[config.mk]
export PLATFORM = sky130hd
export DESIGN_NAME = hazard_controller_flat
export DESIGN_NICKNAME = d
export VERILOG_FILES = /design/src/rtl/pipe_ctrl_pkg.sv /design/src/rtl/hazard_controller_if.sv /design/src/rtl/fwd_select.sv /design/src/rtl/hazard_controller.sv /design/src/flat_wrapper.sv
export SDC_FILE = /design/constraint.sdc
export NUM_CORES = 1
export LEC_CHECK = 0
export ABC_AREA = 1
export BUFFER_PORTS_ARGS = -buffer_cell sky130_fd_sc_hd__buf_4
export CORE_UTILIZATION = 57
export CTS_BUF_LIST = sky130_fd_sc_hd__clkbuf_8 sky130_fd_sc_hd__clkbuf_16
export DETAILED_ROUTE_END_ITERATION = 10
export GPL_TIMING_DRIVEN = 1
export PLACE_DENSITY = 0.85
export SLEW_MARGIN = 30
export SYNTH_ARGS = -nofsm -noshare
export SYNTH_HDL_FRONTEND = slang
export SYNTH_HIERARCHICAL = 1
export SYNTH_SLANG_ARGS = --single-unit
[constraint.sdc]
create_clock -name clk -period 3 [get_ports clk]
set_clock_uncertainty 0.15 [all_clocks]
set_input_delay 0.9 -clock clk [delete_from_list [all_inputs] [get_ports clk]]
set_output_delay 0.9 -clock clk [all_outputs]
set_load 0.02 [all_outputs]
[src/rtl/pipe_ctrl_pkg.sv]
// Shared encodings and shadow-pipeline entry type for the decode-stage
// hazard / control-flow controller.
package pipe_ctrl_pkg;

  // Widest register tag a shadow entry can hold; narrower tags are zero-extended.
  localparam int TAG_MAX_W = 8;

  localparam logic [1:0] FWD_RF  = 2'b00;
  localparam logic [1:0] FWD_EX  = 2'b01;
  localparam logic [1:0] FWD_MEM = 2'b10;
  localparam logic [1:0] FWD_WB  = 2'b11;

  localparam logic [1:0] PC_NEXT = 2'b00;
  localparam logic [1:0] PC_BR   = 2'b01;
  localparam logic [1:0] PC_JMP  = 2'b10;
  localparam logic [1:0] PC_FOR  = 2'b11;

  typedef struct packed {
    logic                 valid;
    logic [TAG_MAX_W-1:0] rd;
    logic                 regwr;
    logic                 memr;
  } shadow_entry_t;

endpackage

[src/rtl/hazard_controller_if.sv]
// Decode-stage bundle between the ID stage (master) and the hazard
// controller (slave).
interface hazard_controller_if #(
  parameter int REG_BITS = 3,
  parameter int CNT_BITS = 16
);
  logic [REG_BITS-1:0] id_rs1;
  logic [REG_BITS-1:0] id_rs2;
  logic                id_rs1_used;
  logic                id_rs2_used;
  logic [REG_BITS-1:0] id_rd;
  logic                id_regwr;
  logic                id_memr;
  logic                id_jump;
  logic                id_call;
  logic                id_ret;
  logic                id_branch;
  logic                id_for;
  logic                comp_res;
  logic [1:0]          ForwardA;
  logic [1:0]          ForwardB;
  logic                stall;
  logic                kill;
  logic                ex_bubble;
  logic [1:0]          pc_sel;
  logic                JumpSrc;
  logic                RRWE;
  logic [CNT_BITS-1:0] num_stalls;
  logic [CNT_BITS-1:0] num_kills;

  modport master (
    output id_rs1, id_rs2, id_rs1_used, id_rs2_used, id_rd, id_regwr, id_memr,
           id_jump, id_call, id_ret, id_branch, id_for, comp_res,
    input  ForwardA, ForwardB, stall, kill, ex_bubble, pc_sel, JumpSrc, RRWE,
           num_stalls, num_kills
  );

  modport slave (
    input  id_rs1, id_rs2, id_rs1_used, id_rs2_used, id_rd, id_regwr, id_memr,
           id_jump, id_call, id_ret, id_branch, id_for, comp_res,
    output ForwardA, ForwardB, stall, kill, ex_bubble, pc_sel, JumpSrc, RRWE,
           num_stalls, num_kills
  );
endinterface

[src/rtl/fwd_select.sv]
// Per-source forwarding select: newest matching in-flight writer wins,
// and a match on a load in EX is flagged as a load-use hit.
module fwd_select
  import pipe_ctrl_pkg::*;
(
  input  logic [TAG_MAX_W-1:0] tag,
  input  logic                 used,
  input  shadow_entry_t        ex_e,
  input  shadow_entry_t        mem_e,
  input  shadow_entry_t        wb_e,
  output logic [1:0]           fwd,
  output logic                 load_hit
);

  function automatic logic stage_hit(input shadow_entry_t e,
                                     input logic [TAG_MAX_W-1:0] t,
                                     input logic u);
    return u && (t != {TAG_MAX_W{1'b0}}) && e.valid && e.regwr && (e.rd == t);
  endfunction

  logic ex_hit_s;
  logic mem_hit_s;
  logic wb_hit_s;
  logic unused_ok_s;

  // Only the EX entry's load flag matters; older loads have already returned.
  assign unused_ok_s = ^{mem_e.memr, wb_e.memr};

  // Priority select of the forwarding source.
  always_comb begin
    ex_hit_s  = stage_hit(ex_e, tag, used);
    mem_hit_s = stage_hit(mem_e, tag, used);
    wb_hit_s  = stage_hit(wb_e, tag, used);
    load_hit  = ex_hit_s && ex_e.memr;
    fwd       = FWD_RF;
    if (ex_hit_s && !ex_e.memr) begin
      fwd = FWD_EX;
    end else if (mem_hit_s) begin
      fwd = FWD_MEM;
    end else if (wb_hit_s) begin
      fwd = FWD_WB;
    end else begin
      fwd = FWD_RF;
    end
  end

endmodule

[src/rtl/hazard_controller.sv]
// Decode-stage hazard and control-flow controller: shadow EX/MEM/WB tag
// pipeline, load-use stall, forwarding selects, redirects and counters.
module hazard_controller
  import pipe_ctrl_pkg::*;
#(
  parameter int REG_BITS = 3,
  parameter int CNT_BITS = 16
) (
  input  logic                clk,
  input  logic                reset,
  hazard_controller_if.slave  bus
);

  shadow_entry_t        ex_r, mem_r, wb_r;
  logic                 kill_q_r;
  logic [CNT_BITS-1:0]  num_stalls_r, num_kills_r;

  logic [TAG_MAX_W-1:0] rs1_tag_s, rs2_tag_s, rd_tag_s;
  logic [1:0]           fwd_a_s, fwd_b_s, pc_sel_s;
  logic                 load_hit_a_s, load_hit_b_s;
  logic                 id_valid_s, stall_s, kill_s, jump_src_s, rrwe_s;

  assign rs1_tag_s  = TAG_MAX_W'(bus.id_rs1);
  assign rs2_tag_s  = TAG_MAX_W'(bus.id_rs2);
  assign rd_tag_s   = TAG_MAX_W'(bus.id_rd);
  // The slot right after a redirect holds a squashed fetch.
  assign id_valid_s = ~kill_q_r;
  assign stall_s    = id_valid_s & (load_hit_a_s | load_hit_b_s);

  fwd_select u_fwd_a (
    .tag(rs1_tag_s), .used(bus.id_rs1_used), .ex_e(ex_r), .mem_e(mem_r),
    .wb_e(wb_r), .fwd(fwd_a_s), .load_hit(load_hit_a_s)
  );

  fwd_select u_fwd_b (
    .tag(rs2_tag_s), .used(bus.id_rs2_used), .ex_e(ex_r), .mem_e(mem_r),
    .wb_e(wb_r), .fwd(fwd_b_s), .load_hit(load_hit_b_s)
  );

  // Redirect decode; a stalled or squashed slot never redirects.
  always_comb begin
    kill_s     = 1'b0;
    pc_sel_s   = PC_NEXT;
    jump_src_s = 1'b0;
    rrwe_s     = 1'b0;
    if (id_valid_s && !stall_s) begin
      if (bus.id_jump || bus.id_call) begin
        pc_sel_s = PC_JMP;
        kill_s   = 1'b1;
        rrwe_s   = bus.id_call;
      end else if (bus.id_ret) begin
        pc_sel_s   = PC_JMP;
        jump_src_s = 1'b1;
        kill_s     = 1'b1;
      end else if (bus.id_branch && bus.comp_res) begin
        pc_sel_s = PC_BR;
        kill_s   = 1'b1;
      end else if (bus.id_for && !bus.comp_res) begin
        pc_sel_s = PC_FOR;
        kill_s   = 1'b1;
      end else begin
        pc_sel_s = PC_NEXT;
        kill_s   = 1'b0;
      end
    end else begin
      pc_sel_s = PC_NEXT;
      kill_s   = 1'b0;
    end
  end

  // Output drive; everything reads zero while reset is held.
  always_comb begin
    bus.ForwardA   = FWD_RF;
    bus.ForwardB   = FWD_RF;
    bus.stall      = 1'b0;
    bus.kill       = 1'b0;
    bus.ex_bubble  = 1'b0;
    bus.pc_sel     = PC_NEXT;
    bus.JumpSrc    = 1'b0;
    bus.RRWE       = 1'b0;
    bus.num_stalls = {CNT_BITS{1'b0}};
    bus.num_kills  = {CNT_BITS{1'b0}};
    if (!reset) begin
      bus.ForwardA   = (id_valid_s && !stall_s) ? fwd_a_s : FWD_RF;
      bus.ForwardB   = (id_valid_s && !stall_s) ? fwd_b_s : FWD_RF;
      bus.stall      = stall_s;
      bus.kill       = kill_s;
      bus.ex_bubble  = stall_s | ~id_valid_s;
      bus.pc_sel     = pc_sel_s;
      bus.JumpSrc    = jump_src_s;
      bus.RRWE       = rrwe_s;
      bus.num_stalls = num_stalls_r;
      bus.num_kills  = num_kills_r;
    end else begin
      bus.ex_bubble  = 1'b0;
    end
  end

  // Shadow pipeline advance, squash flag and performance counters.
  always_ff @(posedge clk) begin
    if (reset) begin
      ex_r         <= '0;
      mem_r        <= '0;
      wb_r         <= '0;
      kill_q_r     <= 1'b0;
      num_stalls_r <= {CNT_BITS{1'b0}};
      num_kills_r  <= {CNT_BITS{1'b0}};
    end else begin
      wb_r         <= mem_r;
      mem_r        <= ex_r;
      ex_r         <= '{valid: id_valid_s & ~stall_s, rd: rd_tag_s,
                        regwr: bus.id_regwr, memr: bus.id_memr};
      kill_q_r     <= kill_s;
      num_stalls_r <= stall_s ? num_stalls_r + CNT_BITS'(1) : num_stalls_r;
      num_kills_r  <= kill_s ? num_kills_r + CNT_BITS'(1) : num_kills_r;
    end
  end

endmodule

[src/flat_wrapper.sv]
// flat-port wrapper written by rule: the top's interface ports become plain ports
module hazard_controller_flat import pipe_ctrl_pkg::*;
#(
  parameter int REG_BITS = 3,
  parameter int CNT_BITS = 16
)
  (clk, reset, bus_id_rs1, bus_id_rs2, bus_id_rs1_used, bus_id_rs2_used, bus_id_rd, bus_id_regwr, bus_id_memr, bus_id_jump, bus_id_call, bus_id_ret, bus_id_branch, bus_id_for, bus_comp_res, bus_ForwardA, bus_ForwardB, bus_stall, bus_kill, bus_ex_bubble, bus_pc_sel, bus_JumpSrc, bus_RRWE, bus_num_stalls, bus_num_kills);
  hazard_controller_if #(.REG_BITS(REG_BITS), .CNT_BITS(CNT_BITS)) bus_i ();
  input  logic clk;
  input  logic reset;
  input wire logic [$bits(bus_i.id_rs1)-1:0] bus_id_rs1;
  input wire logic [$bits(bus_i.id_rs2)-1:0] bus_id_rs2;
  input wire logic [$bits(bus_i.id_rs1_used)-1:0] bus_id_rs1_used;
  input wire logic [$bits(bus_i.id_rs2_used)-1:0] bus_id_rs2_used;
  input wire logic [$bits(bus_i.id_rd)-1:0] bus_id_rd;
  input wire logic [$bits(bus_i.id_regwr)-1:0] bus_id_regwr;
  input wire logic [$bits(bus_i.id_memr)-1:0] bus_id_memr;
  input wire logic [$bits(bus_i.id_jump)-1:0] bus_id_jump;
  input wire logic [$bits(bus_i.id_call)-1:0] bus_id_call;
  input wire logic [$bits(bus_i.id_ret)-1:0] bus_id_ret;
  input wire logic [$bits(bus_i.id_branch)-1:0] bus_id_branch;
  input wire logic [$bits(bus_i.id_for)-1:0] bus_id_for;
  input wire logic [$bits(bus_i.comp_res)-1:0] bus_comp_res;
  output wire logic [$bits(bus_i.ForwardA)-1:0] bus_ForwardA;
  output wire logic [$bits(bus_i.ForwardB)-1:0] bus_ForwardB;
  output wire logic [$bits(bus_i.stall)-1:0] bus_stall;
  output wire logic [$bits(bus_i.kill)-1:0] bus_kill;
  output wire logic [$bits(bus_i.ex_bubble)-1:0] bus_ex_bubble;
  output wire logic [$bits(bus_i.pc_sel)-1:0] bus_pc_sel;
  output wire logic [$bits(bus_i.JumpSrc)-1:0] bus_JumpSrc;
  output wire logic [$bits(bus_i.RRWE)-1:0] bus_RRWE;
  output wire logic [$bits(bus_i.num_stalls)-1:0] bus_num_stalls;
  output wire logic [$bits(bus_i.num_kills)-1:0] bus_num_kills;
  assign bus_i.id_rs1 = bus_id_rs1;
  assign bus_i.id_rs2 = bus_id_rs2;
  assign bus_i.id_rs1_used = bus_id_rs1_used;
  assign bus_i.id_rs2_used = bus_id_rs2_used;
  assign bus_i.id_rd = bus_id_rd;
  assign bus_i.id_regwr = bus_id_regwr;
  assign bus_i.id_memr = bus_id_memr;
  assign bus_i.id_jump = bus_id_jump;
  assign bus_i.id_call = bus_id_call;
  assign bus_i.id_ret = bus_id_ret;
  assign bus_i.id_branch = bus_id_branch;
  assign bus_i.id_for = bus_id_for;
  assign bus_i.comp_res = bus_comp_res;
  assign bus_ForwardA = bus_i.ForwardA;
  assign bus_ForwardB = bus_i.ForwardB;
  assign bus_stall = bus_i.stall;
  assign bus_kill = bus_i.kill;
  assign bus_ex_bubble = bus_i.ex_bubble;
  assign bus_pc_sel = bus_i.pc_sel;
  assign bus_JumpSrc = bus_i.JumpSrc;
  assign bus_RRWE = bus_i.RRWE;
  assign bus_num_stalls = bus_i.num_stalls;
  assign bus_num_kills = bus_i.num_kills;
  hazard_controller #(.REG_BITS(REG_BITS), .CNT_BITS(CNT_BITS)) u_core (.clk(clk), .reset(reset), .bus(bus_i));
endmodule
==> impl_metrics.env <==
export IMPL_clkTransAtPathRegs_ns=0.10
export IMPL_grt_pass1_vias=3843
export IMPL_setup_ws_ns=-0.4214
export IMPL_setup_viol=11
export IMPL_max_freq_ghz=0.2923
export IMPL_io_buffers=63
export IMPL_rsz0062_at_grt="true"
export IMPL_num_io_pins=64
export IMPL_required_ns=1.95
export IMPL_cts_made_buffers=5
export IMPL_path_cells="buf_8 -> nor2_4 -> nand2_2 -> o21ai_2 -> nor2_2 -> nand2_2 -> nor2_4 -> nor2_4 -> nand2_4 -> nor2_4 -> inv_4 -> buf_4 -> nor2_4 -> buf_6"
export IMPL_via_per_inst=4.964
export IMPL_gp_congestion=0.8517
export IMPL_cp_common_cell="nor2_4"
export IMPL_dr_first_iter_drc_count=225
export IMPL_critical_path_class="in2out"
export IMPL_swShare_pct=30.51
export IMPL_finalInstanceArea_mm2=0.005105
export IMPL_power_internal_uw=1051
export IMPL_worst_path_largest_cell_delay_ns=0.20
export IMPL_route_detailed_drc=0
export IMPL_ff_latch_area_um2=980.9
export IMPL_whs_ns=0.3128
export IMPL_wirelength_um=11200
export IMPL_pwr_share_clk_pct=32.7
export IMPL_placed_cell_area_mm2=0.004644
export IMPL_die_h_um=80.51
export IMPL_antenna_found_initial=0
export IMPL_antenna_cells=0
export IMPL_power_switching_uw=461.7
export IMPL_clock_path_buffers=2
export IMPL_finalHoldViolCount=0
export IMPL_finalCritPeriodShare_pct=114.0
export IMPL_seqPwrFrac_pct=45.3
export IMPL_grt_max_degree=25
export IMPL_die_w_um=80.51
export IMPL_fillers=373
export IMPL_cts_root_buffer="clkbuf_8"
export IMPL_max_cap_viol_count=0
export IMPL_htree_levels=2
export IMPL_final_layout_size_suffix_gt1_share_pct=24.54
export IMPL_run_status="finished with violations"
export IMPL_leakage_uw=0.002438
export IMPL_hold_path_class="reg2reg"
export IMPL_drt_pass1_iterations=5
export IMPL_cts_tree="built"
export IMPL_netlist_area_mm2=0.003513
export IMPL_end_kind="output port"
export IMPL_arrival_ns=2.37
export IMPL_wire_per_inst_um=12.64
export IMPL_die_area_mm2=0.006482
export IMPL_rows=28
export IMPL_powerDensity_mw_per_mm2=296.4
export IMPL_start_util_pct=59.34
export IMPL_ir_worst_vdd_v=0.0002771
export IMPL_hpwlAfterDp_um=6830
export IMPL_area_growth_pct=45.30
export IMPL_track_usage_pct=31.97
export IMPL_crit_path_top_delay_cell="o21ai_2"
export IMPL_slew_viol_final=0
export IMPL_ant_nets=0
export IMPL_syn_inst=625
export IMPL_insertion_delay_ns=0.30
export IMPL_post_route_util_pct=86.22
export IMPL_coreArea_mm2=0.005921
export IMPL_avgSynthCellArea_um2=5.621
export IMPL_fin_total_pwr_uw=1513
export IMPL_critPathTopFamily="simple AND/OR/NAND/NOR gates"
export IMPL_nets=833
export IMPL_pwr_share_comb_pct=22.0
export IMPL_start_kind="input pin"
export IMPL_violations="setup timing"
export IMPL_period_minus_slack_ns=3.421
export IMPL_cts_sinks=49
export IMPL_overflow=0
export IMPL_grt_pass1_wl_um=16240
export IMPL_multi_input_area_mm2=0.002564
export IMPL_cp_max_fo=3
export IMPL_num_vias=4398
export IMPL_path_buf_inv=4
export IMPL_yosys_warnings=6
export IMPL_hold_buffers=0
## worst paths after layout
check,startpoint,endpoint,slack [ns],cells past startpoint
setup / recovery,bus_id_rs2[0],bus_pc_sel[0],-0.42,14
hold / removal,u_core/ex_r[4]$_SDFF_PP0_,u_core/mem_r[4]$_SDFF_PP0_,0.31,2
setup reg to reg,u_core/ex_r[4]$_SDFF_PP0_,u_core/num_stalls_r[11]$_SDFFE_PP0P_,0.41,17
hold reg to reg,u_core/ex_r[4]$_SDFF_PP0_,u_core/mem_r[4]$_SDFF_PP0_,0.31,2
## area by class of cell
cell class              count  share of cell area, %
multi-input cells         530                  50.22
flip-flops and latches     49                  19.22
repair buffers            100                  16.84
inverters                 124                  9.632
well taps                  75                  1.838
clock buffers               5                  1.348
clock inverters             3                 0.9069
## per-layer routing
metal | vias up | wire (um) | part of all wire [%] | global-route usage (%)
met5 | - | 0 | 0 | 0
li1 | 2173 | - | - | -
met1 | 1979 | 4236 | 38 | 33.47
met3 | 52 | 641 | 5.7 | 5.114
met2 | 194 | 5785 | 52 | 63.31
met4 | 0 | 532 | 4.8 | 10.54
## worst min-delay path, cell delays in order (launching register included)
cell     delay [ns]
dfxtp_1        0.34
inv_1          0.06
nor2_1         0.03
## registers in the layout, summed over array words and instances (netlist names)
| register | count |
|---|---|
| u_core/num_kills_r | 16 |
| u_core/kill_q_r | 1 |
| u_core/mem_r | 5 |
| u_core/wb_r | 5 |
| u_core/ex_r | 6 |
| u_core/num_stalls_r | 16 |
## through the flow
stage          setup TNS (ns)  setup WS, ns  instances
2_1_floorplan         -0.5199       -0.1442        714
3_3_place_gp           -2.865       -0.3122        865
3_5_place_dp           -3.343       -0.3620        865
4_1_cts                -2.260       -0.2994        880
5_1_grt                -4.437       -0.4730        886
6_report               -3.910       -0.4214        886
## placed cells by master, fill, tap and decap left out, types with 2 or more instances in the layout
master and n:
nand2_1 157, nor2_1 104, inv_1 101, conb_1 90
buf_4 81, dfxtp_1 49, nand3_1 31, nor2_2 20
inv_2 19, a21oi_1 18, nor2_4 15, buf_6 13
nand2_2 13, nand4_1 12, o21ai_1 12, nor3_1 10
nand2_4 6, o21ai_0 6, xnor2_1 6, clkbuf_8 5
o21ai_2 5, o211ai_1 4, buf_8 3, buf_12 3
nand3_2 3, inv_4 2, ha_1 2, or2_1 2
o22ai_1 2, or2_0 2, a21oi_2 2
## power by group through the flow
stage | Combinational (uW) | Clock, uW | Sequential, uW
floorplan | 186 | 0 | 693
global placement | 256 | 0 | 697
detailed placement | 262 | 0 | 698
CTS | 291 | 492 | 683
global route | 364 | 525 | 687
finish | 333 | 494 | 685
## timing repair
item                                    4_1_cts  5_1_grt
endpoints found under the setup margin       11       11
pin swaps                                    25       13
resized for setup                            48       20
setup buffers                                 8        7
No activity file was read; power rests on OpenSTA's default activity.
